--- src/rtl/led_pkg.sv ---
// Shared types and constants for the LED pattern generator.
package led_pkg;

    typedef enum logic [1:0] {
        MODE_CHASE  = 2'd0,
        MODE_BOUNCE = 2'd1,
        MODE_BLINK  = 2'd2,
        MODE_COUNT  = 2'd3
    } led_mode_t;

    // LED pins are active-low
    localparam logic LED_OFF = 1'b1;

endpackage

--- src/rtl/led_step_tick.sv ---
// Step-period counter: counts 0..STEP_CYCLES-1 while enabled and flags the last cycle.
module led_step_tick #(
    parameter int unsigned STEP_CYCLES = 12_000_000,
    parameter int unsigned CNT_W       = 30
) (
    input  logic CLK_IN,
    input  logic RST_N,
    input  logic EN,
    output logic tick
);

    localparam logic [CNT_W-1:0] CntMax = CNT_W'(STEP_CYCLES - 1);

    logic [CNT_W-1:0] cnt_q, cnt_d;

    assign tick = EN && (cnt_q == CntMax);

    always_comb begin
        cnt_d = cnt_q;
        if (EN) begin
            cnt_d = (cnt_q == CntMax) ? '0 : cnt_q + CNT_W'(1);
        end
    end

    always_ff @(posedge CLK_IN or negedge RST_N) begin
        if (!RST_N) begin
            cnt_q <= '0;
        end else begin
            cnt_q <= cnt_d;
        end
    end

endmodule

--- src/rtl/led_pattern_gen.sv ---
// Active-low LED bank pattern generator (chase/bounce/blink/count).
// Define LED_PWM_EN to add the BRIGHT input and registered PWM dimming.
module led_pattern_gen
    import led_pkg::*;
#(
    parameter int unsigned N_LED       = 3,
    parameter int unsigned STEP_CYCLES = 12_000_000,
    parameter int unsigned CNT_W       = 30,
    parameter int unsigned PWM_W       = 8
) (
    input  logic             CLK_IN,
    input  logic             RST_N,
    input  logic             EN,
    input  logic [1:0]       MODE,
    input  logic             DIR,
`ifdef LED_PWM_EN
    input  logic [PWM_W-1:0] BRIGHT,
`endif
    output logic [N_LED-1:0] LED_OUT,
    output logic             STEP_PULSE
);

    localparam int unsigned POS_W = $clog2(N_LED + 1);
    localparam logic [POS_W-1:0] PosBlank = POS_W'(N_LED);
    localparam logic [POS_W-1:0] PosLast  = POS_W'(N_LED - 1);

    if (N_LED < 1 || N_LED > 32 || STEP_CYCLES < 2 || PWM_W < 1
        || $clog2(STEP_CYCLES) > CNT_W) begin : g_bad_param
        $error("led_pattern_gen: illegal parameter combination");
    end

    logic             tick;
    led_mode_t        mode_sel;
    led_mode_t        mode_q, mode_d;
    logic [POS_W-1:0] pos_q, pos_d;
    logic             up_q, up_d;
    logic             blink_q, blink_d;
    logic [N_LED-1:0] val_q, val_d;
    logic [N_LED-1:0] pat_q, pat_d;
    logic             pulse_q;

    led_step_tick #(
        .STEP_CYCLES (STEP_CYCLES),
        .CNT_W       (CNT_W)
    ) u_step_tick (
        .CLK_IN (CLK_IN),
        .RST_N  (RST_N),
        .EN     (EN),
        .tick   (tick)
    );

    assign mode_sel = led_mode_t'(MODE);

    always_comb begin
        mode_d  = mode_q;
        pos_d   = pos_q;
        up_d    = up_q;
        blink_d = blink_q;
        val_d   = val_q;
        if (tick) begin
            if (mode_sel != mode_q) begin
                mode_d = mode_sel;
                unique case (mode_sel)
                    MODE_CHASE:  pos_d = DIR ? PosLast : '0;
                    MODE_BOUNCE: begin
                        pos_d = '0;
                        up_d  = 1'b1;
                    end
                    MODE_BLINK:  blink_d = 1'b1;
                    MODE_COUNT:  val_d = '0;
                endcase
            end else begin
                unique case (mode_q)
                    MODE_CHASE: begin
                        // Ring of N_LED+1 slots; PosBlank is the all-off slot
                        if (!DIR) begin
                            pos_d = (pos_q >= PosBlank) ? '0 : pos_q + POS_W'(1);
                        end else if (pos_q >= PosBlank) begin
                            pos_d = PosLast;
                        end else if (pos_q == '0) begin
                            pos_d = PosBlank;
                        end else begin
                            pos_d = pos_q - POS_W'(1);
                        end
                    end
                    MODE_BOUNCE: begin
                        if (N_LED == 1) begin
                            pos_d = '0;
                        end else if (up_q) begin
                            if (pos_q >= PosLast) begin
                                pos_d = pos_q - POS_W'(1);
                                up_d  = 1'b0;
                            end else begin
                                pos_d = pos_q + POS_W'(1);
                            end
                        end else if (pos_q == '0) begin
                            pos_d = POS_W'(1);
                            up_d  = 1'b1;
                        end else begin
                            pos_d = pos_q - POS_W'(1);
                        end
                    end
                    MODE_BLINK:  blink_d = ~blink_q;
                    MODE_COUNT:  val_d = val_q + N_LED'(1);
                endcase
            end
        end
    end

    always_comb begin
        pat_d = {N_LED{LED_OFF}};
        unique case (mode_d)
            MODE_CHASE, MODE_BOUNCE: begin
                for (int i = 0; i < N_LED; i++) begin
                    if (pos_d == POS_W'(i)) pat_d[i] = ~LED_OFF;
                end
            end
            MODE_BLINK:  if (blink_d) pat_d = {N_LED{~LED_OFF}};
            MODE_COUNT:  pat_d = ~val_d;
        endcase
    end

    always_ff @(posedge CLK_IN or negedge RST_N) begin
        if (!RST_N) begin
            mode_q  <= MODE_CHASE;
            pos_q   <= PosBlank;
            up_q    <= 1'b1;
            blink_q <= 1'b1;
            val_q   <= '0;
            pat_q   <= {N_LED{LED_OFF}};
            pulse_q <= 1'b0;
        end else begin
            mode_q  <= mode_d;
            pos_q   <= pos_d;
            up_q    <= up_d;
            blink_q <= blink_d;
            val_q   <= val_d;
            pat_q   <= pat_d;
            pulse_q <= tick;
        end
    end

`ifdef LED_PWM_EN
    logic [PWM_W-1:0] pwm_q;
    logic [N_LED-1:0] out_q;
    logic             pulse_dly_q;

    always_ff @(posedge CLK_IN or negedge RST_N) begin
        if (!RST_N) begin
            pwm_q       <= '0;
            out_q       <= {N_LED{LED_OFF}};
            pulse_dly_q <= 1'b0;
        end else begin
            pwm_q       <= pwm_q + PWM_W'(1);
            out_q       <= pat_q | {N_LED{!(pwm_q < BRIGHT)}};
            pulse_dly_q <= pulse_q;
        end
    end

    assign LED_OUT    = out_q;
    assign STEP_PULSE = pulse_dly_q;
`else
    assign LED_OUT    = pat_q;
    assign STEP_PULSE = pulse_q;
`endif

endmodule
--- config.mk ---
export PLATFORM = sky130hd
export DESIGN_NAME = led_pattern_gen
export DESIGN_NICKNAME = d
export VERILOG_FILES = /design/src/rtl/led_pkg.sv /design/src/rtl/led_step_tick.sv /design/src/rtl/led_pattern_gen.sv
export SDC_FILE = /design/constraint.sdc
export NUM_CORES = 1
export LEC_CHECK = 0
export ABC_AREA = 1
export CORE_UTILIZATION = 40
export CTS_BUF_LIST = sky130_fd_sc_hd__clkbuf_8
export CTS_CLUSTER_DIAMETER = 30
export DETAILED_ROUTE_END_ITERATION = 6
export GPL_TIMING_DRIVEN = 0
export PLACE_DENSITY_LB_ADDON = 0.25
export SLEW_MARGIN = 20
export SYNTH_ARGS = -nofsm -noshare
export SYNTH_HDL_FRONTEND = slang
export SYNTH_SLANG_ARGS = --single-unit
--- constraint.sdc ---
create_clock -name CLK_IN -period 2 [get_ports CLK_IN]
set_input_delay 0.2 -clock CLK_IN [delete_from_list [all_inputs] [get_ports CLK_IN]]
set_output_delay 0.2 -clock CLK_IN [all_outputs]
set_load 0.03 [all_outputs]
==> flow_results.org <==
** Status
- The flow ran to the end, and the final reports show no timing, DRC or antenna violations.

** Cells and area
- In the layout the commonest cells are 109 x sky130_fd_sc_hd__nand2_1, 68 x sky130_fd_sc_hd__inv_1, 47 x sky130_fd_sc_hd__nor2_1, 36 x sky130_fd_sc_hd__dfrtp_1, 27 x sky130_fd_sc_hd__nand3_1.
- Core utilization of the finished layout :: between 40 and 50%
- Final antenna diode count :: 0
- Fraction of layout cells with a size suffix above 1 :: 14.2%
- Synth-to-Final Area Change :: 14.4%
- Commonest non-fill, non-tap cell in the layout :: sky130_fd_sc_hd__nand2_1
- For this run, the post-layout net count is 450.

** Floorplan
- Die area :: 7520 µm²
- Initial core utilization :: 41.8%
- Top Ports :: 10
- Row generation in the floorplan step produced 30 rows.
- The die is 86.7 µm wide.
- The core region is 6870 µm².
- Die height :: 86.7 µm

** Route
- The routed design uses 2840 µm of met2 wire.
- Average wire per cell in the routed design :: between 10 and 15 µm
- In the routed design, unresolved DRC markers number 0.
- Highest metal layer with signal wires :: met4
- The final route contains ~2500 vias.
- After detailed routing, the wire length on met1 is 2900 µm.
- Routed Wire Length :: ~6000 µm
- Summed over all nets, wire length on met3 after detailed routing comes to 161 µm.
- ANT nets after route :: 0
- First drt pass iteration count :: 4
- For this block, the initial DRC count from the detailed router was 110.
- After detailed routing, the number of vias per cell comes to 4.68.

** Timing
- Across all setup checks in the final design, the least slack found is 173 ps.
- Clock skew on the completed layout was measured at 2.93 ps.
- Number of max-slew violations in the final report :: 0
- For the finished layout, the period the worst path requires is 1830 ps.
- Aggregate negative setup slack :: 0 ps
- Normalized max-slew margin :: between 60% and 70%
- Number of setup violations in the final report :: 0
- The final-report hold violation count is 0.
- For the pin with the worst max-slew slack, the measured transition is 459 ps.
- Static timing analysis puts the maximum clock frequency at ~0.55 GHz.
- Fraction of the cycle the final worst path needs :: 91.4%

** Pwr
- Net switching is between 20 and 30% of the power.
- Sw power :: roughly 530 µW
- The clock network burns around 36% of the power.
- Overall power :: 1.97 mW
- Logic pwr share :: 13.6%
- Part of the total power dissipated in sequential elements :: 50.9%
- VDD sags by at most 313 µV.
- Dividing total power by cell area gives a power density of 601 nW/µm².
- The internal portion of the total power is 1.44 mW.
- In this run the static leakage power is 1.65 nW.

** Setup path
- Worst Path Class, Setup :: register to register
- Crit path launch type :: register
- Number of cells on the worst reg-to-reg path :: 13
- Critical path capture point type :: register
- Data required time of the critical path :: 2230 ps
- Data arrives at the worst endpoint at 2050 ps.
- Worst-path maximum fanout :: 10

** Clock network
- The longest clock path from root to sink contains 2 buffers.
- Counting the buffers created by CTS gives 5.
- TritonCTS built the clock tree.
- For this design, the sink count on the clock tree is 43.
- CTS Root Cell :: sky130_fd_sc_hd__clkbuf_8
- The clock reaches the later pin of the worst-skew pair after 300 ps.
- After clock tree synthesis, the clock-pin slew on the worst setup and hold paths is approximately 80 ps.
- H-tree lvl count :: 2

** Synthesis
- Sequential fraction of the synthesis area :: 37.8%
- After synthesis, the netlist uses 32 different library cells.
- Yosys printed 0 warnings.
- Averaged over all synthesized cells, the footprint is 6.95 µm².
- Net count of the mapped netlist :: between 400 and 500
- Flip-flop and latch count after synthesis :: 43
- After technology mapping, the gate count stands at a little over 400.
- In this run the cell area of the synthesized design comes to 2870 µm².

** Placement
- At the placement stage, the worst setup path has a slack of -118 ps.
- At the end of routability-driven placement, the weighted congestion stood at 0.882.
- Count of buffers from port buffering :: 9
- The HPWL after detailed placement is 4600 µm.

** Global route
- The number of antenna violations at the first check in global routing was 0.
- The first global-routing pass estimated 10800 µm of wire.
- Via count of the first global-routing pass :: 2390
- Global routing usage summed across all routing layers :: 18.3%
- Entering global routing, the biggest net connects 26 pins.
- Summed over all layers, the global routing overflow is 0.

** Run
- Max-cap violations :: 0

** Hold path
- Kind of path behind the tightest hold check :: input pin to asynchronous set/reset pin
## synthesized netlist by cell type
library cell	number	share of area (%)
sky130_fd_sc_hd__nand3_4	1	0.61
sky130_fd_sc_hd__nor2_4	4	1.6
sky130_fd_sc_hd__clkbuf_1	3	0.39
sky130_fd_sc_hd__a21oi_1	10	1.7
sky130_fd_sc_hd__nand2_1	110	14
sky130_fd_sc_hd__o31ai_1	1	0.26
sky130_fd_sc_hd__xor2_1	12	3.7
sky130_fd_sc_hd__a21oi_2	1	0.31
sky130_fd_sc_hd__dfrtp_1	36	31
sky130_fd_sc_hd__nand3_1	27	4.7
sky130_fd_sc_hd__or2_2	1	0.22
sky130_fd_sc_hd__nor3_1	10	1.7
sky130_fd_sc_hd__nand3_2	1	0.35
sky130_fd_sc_hd__buf_6	1	0.39
sky130_fd_sc_hd__o21ai_1	2	0.35
sky130_fd_sc_hd__dfstp_2	7	6.4
sky130_fd_sc_hd__nor2_2	9	2.0
sky130_fd_sc_hd__xnor2_1	2	0.61
sky130_fd_sc_hd__nand4_1	9	2.0
sky130_fd_sc_hd__inv_2	5	0.65
sky130_fd_sc_hd__nor4_1	2	0.44
sky130_fd_sc_hd__nor3b_1	2	0.52
sky130_fd_sc_hd__o21a_1	1	0.26
sky130_fd_sc_hd__nor2_1	49	6.4
sky130_fd_sc_hd__inv_1	69	9.0
sky130_fd_sc_hd__nand2_4	3	1.2
sky130_fd_sc_hd__nand2_2	5	1.1
sky130_fd_sc_hd__o21ai_0	19	3.3
sky130_fd_sc_hd__and3_1	1	0.22
sky130_fd_sc_hd__nor3_2	1	0.35
sky130_fd_sc_hd__ha_1	7	3.0
sky130_fd_sc_hd__a211oi_1	2	0.52
## worst paths after layout
| path | slack [ps] | endpoint | startpoint |
|---|---|---|---|
| setup / recovery | 170 | LED_OUT[1]$_DFF_PN1_ | u_step_tick.cnt_q[0]$_DFFE_PN0P_ |
| hold / removal | 380 | u_step_tick.cnt_q[17]$_DFFE_PN0P_ | RST_N |
| setup reg to reg | 170 | LED_OUT[1]$_DFF_PN1_ | u_step_tick.cnt_q[0]$_DFFE_PN0P_ |
| hold reg to reg | 510 | blink_q$_DFF_PN1_ | blink_q$_DFF_PN1_ |
| max in group asynchronous | 1060 | blink_q$_DFF_PN1_ | RST_N |
| min in group CLK_IN | 510 | blink_q$_DFF_PN1_ | blink_q$_DFF_PN1_ |
## timing repair
item	4_1_cts	5_1_grt
pin swaps	0	3
hold endpoints to repair	15	0
buffers inserted	0	6
cloned	0	0
hold buffers	1	0
gates resized for setup	1	8
endpoints found under the setup margin	2	12
## metal layers
layer	global-route usage [%]	vias up
met3	2.86	11
met2	30.7	35
met5	0	-
li1	-	1327
met1	24.0	1128
met4	6.06	0
## state kept, by name, indices dropped and copies added (netlist names)
| signal | flops |
|---|---|
| u_step_tick.cnt_q | 30 |
| pos_q | 2 |
| STEP_PULSE | 1 |
| up_q | 1 |
| LED_OUT | 3 |
| mode_q | 2 |
| blink_q | 1 |
| val_q | 3 |
## logic make-up after synthesis
logic type | synth area share, %
and+or+nand+nor | 37.7
buffers and inverters | 10.5
DFF | 37.8
AOI/OAI and AO/OA | 6.75
xor gates and xnor gates | 4.27
adders and majority gates | 3.05
## worst max-delay path, cell delays in order (launching register included)
cell and delay (ps):
sky130_fd_sc_hd__dfrtp_1 380, sky130_fd_sc_hd__ha_2 210, sky130_fd_sc_hd__inv_1 100, sky130_fd_sc_hd__nor2_4 150, sky130_fd_sc_hd__nand2_4 80, sky130_fd_sc_hd__nor2_4 140, sky130_fd_sc_hd__nand3_4 110, sky130_fd_sc_hd__buf_6 170
sky130_fd_sc_hd__nand2_4 60, sky130_fd_sc_hd__inv_2 30, sky130_fd_sc_hd__nor2_2 110, sky130_fd_sc_hd__nand2_1 70, sky130_fd_sc_hd__nand2_1 60, sky130_fd_sc_hd__nand3_1 60
## per-stage QoR
step,instance area (µm²),hold slack (ps),std cells
finish,3280,379,534
global route,3280,428,534
CTS,3220,397,528
detailed placement,3100,179,519
global placement,3080,496,518
floorplan,2870,-95.6,413
## power by group through the flow
stage / Clock [mW] / Sequential [mW] / Combinational [mW]
finish: 0.701 / 1.00 / 0.268
global route: 0.753 / 1.01 / 0.308
CTS: 0.724 / 1.01 / 0.249
detailed placement: 0 / 1.02 / 0.246
global placement: 0 / 1.02 / 0.238
floorplan: 0 / 1.01 / 0.177
## final cells by class
| cell class | count | area (µm²) |
|---|---|---|
| plain buffers | 4 | 23.8 |
| clock inverters | 2 | 35.0 |
| repair buffers | 17 | 160 |
| multi-input cells | 292 | 1500 |
| fillers | 697 | 3580 |
| clock buffers | 6 | 82.6 |
| well taps | 96 | 120 |
| flip-flops and latches | 43 | 1080 |
| inverters | 74 | 278 |
No activity file was read; power rests on OpenSTA's default activity.
